**config.mk**
```make
export PLATFORM = sky130hd
export DESIGN_NAME = mem_port_arbiter_flat
export DESIGN_NICKNAME = d
export VERILOG_FILES = /design/src/rtl/mem_port_arbiter_pkg.sv /design/src/rtl/mem_port_arbiter_if.sv /design/src/rtl/mem_port_arbiter_arb_prio_starve.sv /design/src/rtl/mem_port_arbiter.sv /design/src/flat_wrapper.sv
export SDC_FILE = /design/constraint.sdc
export NUM_CORES = 1
export LEC_CHECK = 0
export CAP_MARGIN = 20
export CELL_PAD_IN_SITES_DETAIL_PLACEMENT = 1
export CELL_PAD_IN_SITES_GLOBAL_PLACEMENT = 1
export CORE_ASPECT_RATIO = 1.2
export CORE_MARGIN = 10
export CORE_UTILIZATION = 34
export DETAILED_ROUTE_END_ITERATION = 8
export PLACE_DENSITY = 0.82
export SKIP_CTS_REPAIR_TIMING = 1
export SLEW_MARGIN = 0
export SYNTH_ARGS = -nofsm -noshare
export SYNTH_HDL_FRONTEND = slang
export SYNTH_SLANG_ARGS = --single-unit
```
**constraint.sdc**
```tcl
create_clock -name clk -period 1.8 [get_ports clk]
set_input_delay 0.36 -clock clk [delete_from_list [all_inputs] [get_ports clk]]
set_output_delay 0.36 -clock clk [all_outputs]
set_load 0.01 [all_outputs]
```
**src/rtl/mem_port_arbiter_pkg.sv**
```systemverilog
// mem_port_arbiter_pkg: shared FSM encoding, requester ids and length codes
package mem_port_arbiter_pkg;
  typedef enum logic [1:0] {
    S_IDLE  = 2'd0,
    S_ISSUE = 2'd1,
    S_WAIT  = 2'd2,
    S_DONE  = 2'd3
  } state_e;
  localparam logic REQ_IF = 1'b0;
  localparam logic REQ_MA = 1'b1;
  localparam logic [1:0] LEN_WORD = 2'd3;
endpackage

```
**src/rtl/mem_port_arbiter_if.sv**
```systemverilog
// mem_port_arbiter_if: requester handshakes plus the shared memory command port
interface mem_port_arbiter_if #(
  parameter int MADDR_L = 32,
  parameter int DATA_L  = 32
);
  logic               if_req;
  logic [MADDR_L-1:0] if_addr;
  logic               if_ack;
  logic [DATA_L-1:0]  if_rdata;
  logic               ma_req;
  logic               ma_we;
  logic [1:0]         ma_len;
  logic [MADDR_L-1:0] ma_addr;
  logic [DATA_L-1:0]  ma_wdata;
  logic               ma_ack;
  logic [DATA_L-1:0]  ma_rdata;
  logic               mem_en;
  logic               mem_we;
  logic [1:0]         mem_len;
  logic [MADDR_L-1:0] mem_addr;
  logic [DATA_L-1:0]  mem_wdata;
  logic [DATA_L-1:0]  mem_rdata;
  logic               mem_done;
  logic               mem_timeout;
  modport slave (
    input  if_req, if_addr, ma_req, ma_we, ma_len, ma_addr, ma_wdata, mem_rdata, mem_done,
    output if_ack, if_rdata, ma_ack, ma_rdata, mem_en, mem_we, mem_len, mem_addr, mem_wdata,
           mem_timeout
  );
  modport master (
    output if_req, if_addr, ma_req, ma_we, ma_len, ma_addr, ma_wdata, mem_rdata, mem_done,
    input  if_ack, if_rdata, ma_ack, ma_rdata, mem_en, mem_we, mem_len, mem_addr, mem_wdata,
           mem_timeout
  );
endinterface

```
**src/rtl/mem_port_arbiter_arb_prio_starve.sv**
```systemverilog
// arb_prio_starve: MA-priority pick with a starvation counter that forces an IF grant
module arb_prio_starve
  import mem_port_arbiter_pkg::*;
#(
  parameter int STARVE_MAX = 4
) (
  input  logic clk,
  input  logic rst_n,
  input  logic grant_i,
  input  logic if_req_i,
  input  logic ma_req_i,
  output logic win_o
);
  logic [3:0] cnt_q, cnt_d;
  logic       at_max;
  assign at_max = cnt_q == 4'(STARVE_MAX);
  assign win_o  = (ma_req_i && !(if_req_i && at_max)) ? REQ_MA : REQ_IF;
  // count MA grants that bypass a waiting IF; any other grant clears it
  always_comb
    cnt_d = !grant_i ? cnt_q :
            (win_o == REQ_MA && if_req_i) ? (at_max ? cnt_q : cnt_q + 4'd1) : '0;
  // starvation counter register
  always_ff @(posedge clk or negedge rst_n)
    if (!rst_n) cnt_q <= '0;
    else        cnt_q <= cnt_d;
endmodule

```
**src/rtl/mem_port_arbiter.sv**
```systemverilog
// mem_port_arbiter: shares one memory port between IF and MA, one transaction at a time
module mem_port_arbiter
  import mem_port_arbiter_pkg::*;
#(
  parameter int MADDR_L    = 32,
  parameter int DATA_L     = 32,
  parameter int STARVE_MAX = 4,
  parameter int TIMEOUT    = 255
) (
  input logic               clk,
  input logic               rst_n,
  mem_port_arbiter_if.slave bus
);
  state_e             state_q, state_d;
  logic               win, grant, done, expire, finish, capture;
  logic               id_q, id_d, we_q, we_d, mem_en_q, mem_en_d;
  logic               if_ack_q, if_ack_d, ma_ack_q, ma_ack_d, tmo_q, tmo_d;
  logic [1:0]         len_q, len_d;
  logic [MADDR_L-1:0] addr_q, addr_d;
  logic [DATA_L-1:0]  wdata_q, wdata_d, if_rdata_q, if_rdata_d, ma_rdata_q, ma_rdata_d, rd_val;
  logic [7:0]         wait_cnt_q, wait_cnt_d;
  assign grant   = state_q == S_IDLE && (bus.if_req || bus.ma_req);
  assign done    = state_q == S_WAIT && bus.mem_done;
  assign expire  = state_q == S_WAIT && !bus.mem_done && wait_cnt_q == 8'(TIMEOUT - 1);
  assign finish  = done || expire;
  assign capture = expire || (done && !we_q);
  assign rd_val  = done ? bus.mem_rdata : '0;
  arb_prio_starve #(.STARVE_MAX(STARVE_MAX)) u_arb (
    .clk      (clk),
    .rst_n    (rst_n),
    .grant_i  (grant),
    .if_req_i (bus.if_req),
    .ma_req_i (bus.ma_req),
    .win_o    (win)
  );
  // state register
  always_ff @(posedge clk or negedge rst_n)
    if (!rst_n) state_q <= S_IDLE;
    else        state_q <= state_d;
  // IDLE -> ISSUE -> WAIT -> DONE -> IDLE; WAIT exits on completion or timeout
  always_comb
    state_d = state_q == S_IDLE  ? (grant ? S_ISSUE : S_IDLE) :
              state_q == S_ISSUE ? S_WAIT :
              state_q == S_WAIT  ? (finish ? S_DONE : S_WAIT) : S_IDLE;
  // next values of the registered outputs and the latched command
  always_comb begin
    id_d       = grant ? win : id_q;
    we_d       = grant ? (win == REQ_MA && bus.ma_we) : we_q;
    len_d      = grant ? (win == REQ_MA ? bus.ma_len : LEN_WORD) : len_q;
    addr_d     = grant ? (win == REQ_MA ? bus.ma_addr : bus.if_addr) : addr_q;
    wdata_d    = grant ? (win == REQ_MA ? bus.ma_wdata : '0) : wdata_q;
    mem_en_d   = grant;
    wait_cnt_d = state_q == S_ISSUE ? '0 : state_q == S_WAIT ? wait_cnt_q + 8'd1 : wait_cnt_q;
    if_ack_d   = finish && id_q == REQ_IF;
    ma_ack_d   = finish && id_q == REQ_MA;
    if_rdata_d = (capture && id_q == REQ_IF) ? rd_val : if_rdata_q;
    ma_rdata_d = (capture && id_q == REQ_MA) ? rd_val : ma_rdata_q;
    tmo_d      = tmo_q || expire;
  end
  // output and command registers; reset drops any in-flight transaction
  always_ff @(posedge clk or negedge rst_n)
    if (!rst_n) begin
      id_q       <= REQ_IF;
      we_q       <= 1'b0;
      len_q      <= '0;
      addr_q     <= '0;
      wdata_q    <= '0;
      mem_en_q   <= 1'b0;
      wait_cnt_q <= '0;
      if_ack_q   <= 1'b0;
      ma_ack_q   <= 1'b0;
      if_rdata_q <= '0;
      ma_rdata_q <= '0;
      tmo_q      <= 1'b0;
    end else begin
      id_q       <= id_d;
      we_q       <= we_d;
      len_q      <= len_d;
      addr_q     <= addr_d;
      wdata_q    <= wdata_d;
      mem_en_q   <= mem_en_d;
      wait_cnt_q <= wait_cnt_d;
      if_ack_q   <= if_ack_d;
      ma_ack_q   <= ma_ack_d;
      if_rdata_q <= if_rdata_d;
      ma_rdata_q <= ma_rdata_d;
      tmo_q      <= tmo_d;
    end
  assign bus.mem_en      = mem_en_q;
  assign bus.mem_we      = we_q;
  assign bus.mem_len     = len_q;
  assign bus.mem_addr    = addr_q;
  assign bus.mem_wdata   = wdata_q;
  assign bus.if_ack      = if_ack_q;
  assign bus.ma_ack      = ma_ack_q;
  assign bus.if_rdata    = if_rdata_q;
  assign bus.ma_rdata    = ma_rdata_q;
  assign bus.mem_timeout = tmo_q;
endmodule

```
**src/flat_wrapper.sv**
```systemverilog
// flat-port wrapper written by rule: the top's interface ports become plain ports
module mem_port_arbiter_flat import mem_port_arbiter_pkg::*;
#(
  parameter int MADDR_L    = 32,
  parameter int DATA_L     = 32,
  parameter int STARVE_MAX = 4,
  parameter int TIMEOUT    = 255
)
  (clk, rst_n, bus_if_req, bus_if_addr, bus_ma_req, bus_ma_we, bus_ma_len, bus_ma_addr, bus_ma_wdata, bus_mem_rdata, bus_mem_done, bus_if_ack, bus_if_rdata, bus_ma_ack, bus_ma_rdata, bus_mem_en, bus_mem_we, bus_mem_len, bus_mem_addr, bus_mem_wdata, bus_mem_timeout);
  mem_port_arbiter_if #(.MADDR_L(MADDR_L), .DATA_L(DATA_L)) bus_i ();
  input logic clk;
  input logic rst_n;
  input wire logic [$bits(bus_i.if_req)-1:0] bus_if_req;
  input wire logic [$bits(bus_i.if_addr)-1:0] bus_if_addr;
  input wire logic [$bits(bus_i.ma_req)-1:0] bus_ma_req;
  input wire logic [$bits(bus_i.ma_we)-1:0] bus_ma_we;
  input wire logic [$bits(bus_i.ma_len)-1:0] bus_ma_len;
  input wire logic [$bits(bus_i.ma_addr)-1:0] bus_ma_addr;
  input wire logic [$bits(bus_i.ma_wdata)-1:0] bus_ma_wdata;
  input wire logic [$bits(bus_i.mem_rdata)-1:0] bus_mem_rdata;
  input wire logic [$bits(bus_i.mem_done)-1:0] bus_mem_done;
  output wire logic [$bits(bus_i.if_ack)-1:0] bus_if_ack;
  output wire logic [$bits(bus_i.if_rdata)-1:0] bus_if_rdata;
  output wire logic [$bits(bus_i.ma_ack)-1:0] bus_ma_ack;
  output wire logic [$bits(bus_i.ma_rdata)-1:0] bus_ma_rdata;
  output wire logic [$bits(bus_i.mem_en)-1:0] bus_mem_en;
  output wire logic [$bits(bus_i.mem_we)-1:0] bus_mem_we;
  output wire logic [$bits(bus_i.mem_len)-1:0] bus_mem_len;
  output wire logic [$bits(bus_i.mem_addr)-1:0] bus_mem_addr;
  output wire logic [$bits(bus_i.mem_wdata)-1:0] bus_mem_wdata;
  output wire logic [$bits(bus_i.mem_timeout)-1:0] bus_mem_timeout;
  assign bus_i.if_req = bus_if_req;
  assign bus_i.if_addr = bus_if_addr;
  assign bus_i.ma_req = bus_ma_req;
  assign bus_i.ma_we = bus_ma_we;
  assign bus_i.ma_len = bus_ma_len;
  assign bus_i.ma_addr = bus_ma_addr;
  assign bus_i.ma_wdata = bus_ma_wdata;
  assign bus_i.mem_rdata = bus_mem_rdata;
  assign bus_i.mem_done = bus_mem_done;
  assign bus_if_ack = bus_i.if_ack;
  assign bus_if_rdata = bus_i.if_rdata;
  assign bus_ma_ack = bus_i.ma_ack;
  assign bus_ma_rdata = bus_i.ma_rdata;
  assign bus_mem_en = bus_i.mem_en;
  assign bus_mem_we = bus_i.mem_we;
  assign bus_mem_len = bus_i.mem_len;
  assign bus_mem_addr = bus_i.mem_addr;
  assign bus_mem_wdata = bus_i.mem_wdata;
  assign bus_mem_timeout = bus_i.mem_timeout;
  mem_port_arbiter #(.MADDR_L(MADDR_L), .DATA_L(DATA_L), .STARVE_MAX(STARVE_MAX), .TIMEOUT(TIMEOUT)) u_core (.clk(clk), .rst_n(rst_n), .bus(bus_i));
endmodule
```
**Yosys cells after proc, flatten, opt, wreduce, memory -nomap -nowiden**

Cells that the tools add are included.

- Bits in registers: 150
- Output and inout port bits: 135
- Logic and storage cells: 59
- Bits of input ports: 136

- Bitwise gates (word level): 1
- Multiplexer cells: 14
- Eq/ne operators: 5
- $add $sub $neg: 2
- Reductions and logical operators: 23

Operators with widths:

| operator | count |
|---|---|
| 32-bit 2-to-1 mux | 3 |
| 8-bit 2-to-1 mux | 2 |
| 1-bit logical AND | 13 |
| 8-bit by 1-bit adder with 8-bit output, second input constant | 1 |
| 8-bit equality test, second input constant | 1 |
| 2-bit 2-to-1 mux | 4 |
| 4-bit 2-to-1 mux | 2 |
| 4-bit by 1-bit adder with 4-bit output, second input constant | 1 |
| 4-bit by 3-bit equality test with 1-bit output, second input constant | 1 |
| 1-bit logical OR | 4 |
| 1-bit zero test | 3 |
| 1-bit 2-to-1 mux | 3 |
| 2-bit by 1-bit equality test with 1-bit output, second input constant | 1 |
| 2-bit equality test, second input constant | 1 |
| 2-bit zero test | 1 |
| 2-bit inequality test, second input constant | 1 |
| 2-bit AND reduction | 1 |
| 2-bit nonzero test | 1 |
| 1-bit NOT | 1 |

**Longest topological paths before layout**

- Word-level depth: 8
- Depth in mapped cells: 7
- Depth with buffers taken out: 6

**By module**

From an unflattened synthesis, not the netlist that was laid out.

- Cell total of the unflattened synthesis: 672
- Area total of the unflattened synthesis: 6698.9 sq um

Modules (own cells, without submodules):

| module | sequential area each (sq um) | area each (sq um) | times used | cells each |
|---|---|---|---|---|
| mem_port_arbiter | 3653.5 | 6466.2 | 1 | 649 |
| arb_prio_starve | 100.1 | 232.7 | 1 | 23 |

**Worst setup path after synthesis**

OpenSTA, ideal clock, no wires.

- Path kind: reg2reg
- Start: register u_core.state_q[0]
- End: register u_core.ma_rdata_q[10] (netlist: u_core.bus.ma_rdata[10])
- Cell stages (with the launch flop): 8
- Slack: 0.170 ns
- Period minus slack after synthesis: 1.630 ns
- Data arrival time: 1.504 ns
- Cell sequence: dfrtp_1 -> inv_1 -> ha_1 -> and3b_1 -> clkbuf_1 -> buf_2 -> a22o_1 -> a221o_1

- Cells in the longest elaborated chain, start to end: 5
- Elaborated cells between the ends (all ways): 8
- Those cells by class: 1 x eq/ne; 1 x mux; 6 x reduce/logical

RTL lines:

| element | line | RTL |
|---|---|---|
| start, declared | mem_port_arbiter.sv:14 | `state_e state_q, state_d;` |
| start signal, assigned | mem_port_arbiter.sv:39 | `else state_q <= state_d;` |
| 2-bit equality test (*) | mem_port_arbiter.sv:23, mem_port_arbiter.sv:24 |  |
| 1-bit logical AND (on tied branches) | mem_port_arbiter.sv:24, mem_port_arbiter.sv:23 |  |
| 1-bit logical AND (on tied branches) | mem_port_arbiter.sv:24, mem_port_arbiter.sv:26 |  |
| 1-bit logical OR | mem_port_arbiter.sv:26 | `assign capture = expire \|\| (done && !we_q);` |
| 1-bit logical AND | mem_port_arbiter.sv:57 | `ma_rdata_d = (capture && id_q == REQ_MA) ? rd_val : ma_rdata_q;` |
| end signal, assigned | mem_port_arbiter.sv:86 | `ma_rdata_q <= ma_rdata_d;` |
| end, declared | mem_port_arbiter.sv:20 | `logic [DATA_L-1:0] wdata_q, wdata_d, if_rdata_q, if_rdata_d, ma_rdata_q, ma_rdata_d, rd_val;` |

Every way passes the cells marked *; elsewhere a longest branch is shown, timed or not.
A chain may end at the register's enable or synchronous reset.

**Worst setup path after layout**

- Start: register u_core.ma_rdata_q[20] (netlist: u_core.bus.ma_rdata[20])
- End: output port bus_ma_rdata[20]

RTL lines:

| element | line | RTL |
|---|---|---|
| end, declared | flat_wrapper.sv:25 | `output wire logic [$bits(bus_i.ma_rdata)-1:0] bus_ma_rdata;` |

No word-level cell between the ends.

==> results.yml <==
synthesis:
  ys_types: 40
  netlist_area_mm2: 0.00716
  synthArstFlopShare_pct: 100
  synth.most_common_cell: "dfrtp_1"
  synth_top_area_share_pct: 52.4
  synthTopCellsByArea: "dfrtp_1 (52%), a22o_1 (12%), a221o_1 (8.9%)"
  ys.flop_type: "dfrtp_1"
  synth_edf_count: 0
  synth_common_cells: "dfrtp_1 (150), a22o_1 (95), nand2_1 (73)"
  syn_inst: 650
  syn_nets: 793
  synth_seq_area_share_pct: 52.4
  synth_area_per_cell_um2: 11.0
  yosys.area.top_type: "dfrtp_1"
  yosysWarnings: 0
  ys_ff_latch: 150
timing:
  rsz0062_at_grt: "false"
  tightestPinTransition_ns: 0.517
  skew_ns: 0.0168
  slew_headroom_pct: 65.5
  clock.fmax_ghz: 0.570
  min_period_ns: 1.75
  timing.hold.ws_ns: 0.423
  maxSlewViolCount: 0
  layout_setup_ws_ns: 0.0456
  hold_viol_final: 0
  post-route-period-util_pct: 97.5
  setup_viol: 0
drt:
  num_vias: 6698
  viasPerCell: 5.55
  postRouteAntennaNets: 0
  wl_per_cell_um: 22.6
  drc: 0
  drt_iter0_drc: 299
  drt-total-wl_um: 27300
  first_pass_iters: 5
placement:
  dp_hpwl_um: 19600
  dp_cells: 1165
  dpl_worst_slack_ns: -0.0790
  gp_congestion: 0.799
  dpl_cell_area_mm2: 0.0104
  numPortBuffers: 270
floorplan:
  die_w_um: 152
  pin_count: 271
  rows: 58
  core_area_mm2: 0.0208
  initial_core_util_pct: 34.4
  fp.dieArea_mm2: 0.0273
  die_y_um: 179
grt:
  grt_max_degree: 46
  grt_pass1_vias: 7302
  grt_util_all_layers_pct: 19.0
  grt_pass1_wl_um: 41900
  antenna_found_initial: 1
  gr-total-overflow: 0
clocking:
  cts_inserted_buffers: 17
  cts-htree-levels: 4
  clk_pin_slew_ns: 0.06
  cts-root-buf: "clkbuf_16"
  cts_tree: "built"
  cts.sinks: 150
  clkLatencyLatePin_ns: 0.43
  clockBufferDepth: 2
critical_path:
  worstPathMaxFanout: 4
  worstPathArrival_ns: 1.39
  cp-start-kind: "flop"
  cp.required_ns: 1.44
  path_buf_inv: 1
  cpMaxStageDelayCell: "clkdlybuf4s50_1"
  cpPeakStageDelay_ns: 0.59
  r2r_start: "u_core.state_q[1]$_DFF_PN0_"
  startpoint: "u_core.bus.ma_rdata[20]$_DFFE_PN0P_"
  crit_path_end_kind: "output pin"
  path_delay_family: "buffers and inverters"
  crit_type: "reg -> out"
  cp_cell_sequence: "clkdlybuf4s50_1"
final_layout:
  areaGrowthSynthToFinish_pct: 56.3
  final_core_util_pct: 53.7
  multiInputGateArea_mm2: 0.00312
  regArea_mm2: 0.00375
  nets: 1066
  nFillCells: 2214
  stdcell_area_mm2: 0.0112
  drive_above_1_share_pct: 9.83
  instances_no_fill: 1207
power_and_ir_drop:
  ir_drop_mv: 1.04
  p_leak_nw: 4.56
  p_per_area_mw_per_mm2: 1840
status:
  status: "completed"
run:
  drv_cap: 0
worst_hold_path:
  hp-class: "in -> async"
-- power breakdown --
group          switching [mW]  internal, mW
combinational            4.77          6.02
clock                    1.56          1.99
sequential               1.34          4.97
-- logic make-up (layout without fill, tap and decap cells) --
group	count (synthesis)	after routing	share of synthesized area, %
compound gates	212	212	26.0
simple gates	202	202	15.1
flops	150	150	52.4
buf+inv	74	360	4.54
fa+ha+maj	7	7	1.22
mux	4	4	0.594
xor+xnor	1	1	0.122
other cells	0	1	0
-- layout make-up --
cell class / instances / area share [%]
Clock inverter: 13 / 1.17
Inverter: 9 / 0.302
Timing Repair Buffer: 319 / 30.1
Multi-Input combinational cell: 426 / 27.9
Antenna cell: 1 / 0.0224
Tap cell: 270 / 3.02
Clock buffer: 19 / 3.96
Sequential cell: 150 / 33.6
-- metrics by stage --
step | setup TNS, ns | total power [mW]
after floorplan | 0 | 11.5
after global placement | 0 | 16.6
after detailed placement | -1.60 | 17.1
after CTS | -0.623 | 20.8
after global routing | 0 | 22.1
final | 0 | 20.6
-- worst paths after layout --
path	to	slack, ns	cells past startpoint
max	bus_ma_rdata[20]	0.05	1
max reg2reg	u_core.bus.ma_rdata[30]$_DFFE_PN0P_	0.08	5
max in group asynchronous	u_core.state_q[0]$_DFF_PN0_	0.80	3
min reg2reg	u_core.bus.mem_timeout$_DFF_PN0_	0.49	1
min in group clk	u_core.bus.ma_ack$_DFF_PN0_	0.46	4
min	u_core.bus.if_rdata[6]$_DFFE_PN0P_	0.42	2
-- per-layer routing --
layer  GRT usage, %  vias to the layer above  share of wire [%]
li1               -                     3040                  -
met1           22.3                     3416                 41
met4           5.57                        0                1.4
met3           7.42                       20                7.3
met5              0                        -                  0
met2           31.8                      222                 50
-- placed cells by master (no fill, tap or decap), drive strengths merged, types with 5 or more instances in the layout --
master	netlist	layout
clkbuf	46	21
ha	7	7
a22o	95	95
dlymetal6s2s	0	35
nand2	73	73
a221o	64	64
dfrtp	150	150
o211ai	32	32
clkdlybuf4s50	0	233
nand4	34	34
buf	19	48
and2	66	66
nor2	6	6
inv	9	18
nand2b	5	5
o21ai	10	10
nand3	5	5
-- state kept, by name, indices dropped and copies added, names as in the netlist, 2 cells and up --
name	count
u_core.bus.mem_wdata	32
u_core.bus.ma_rdata	32
u_core.bus.mem_addr	32
u_core.bus.mem_len	2
u_core.u_arb.cnt_q	4
u_core.wait_cnt_q	8
u_core.bus.if_rdata	32
u_core.state_q	2
Note: power is estimated with default switching activity, not from simulation.
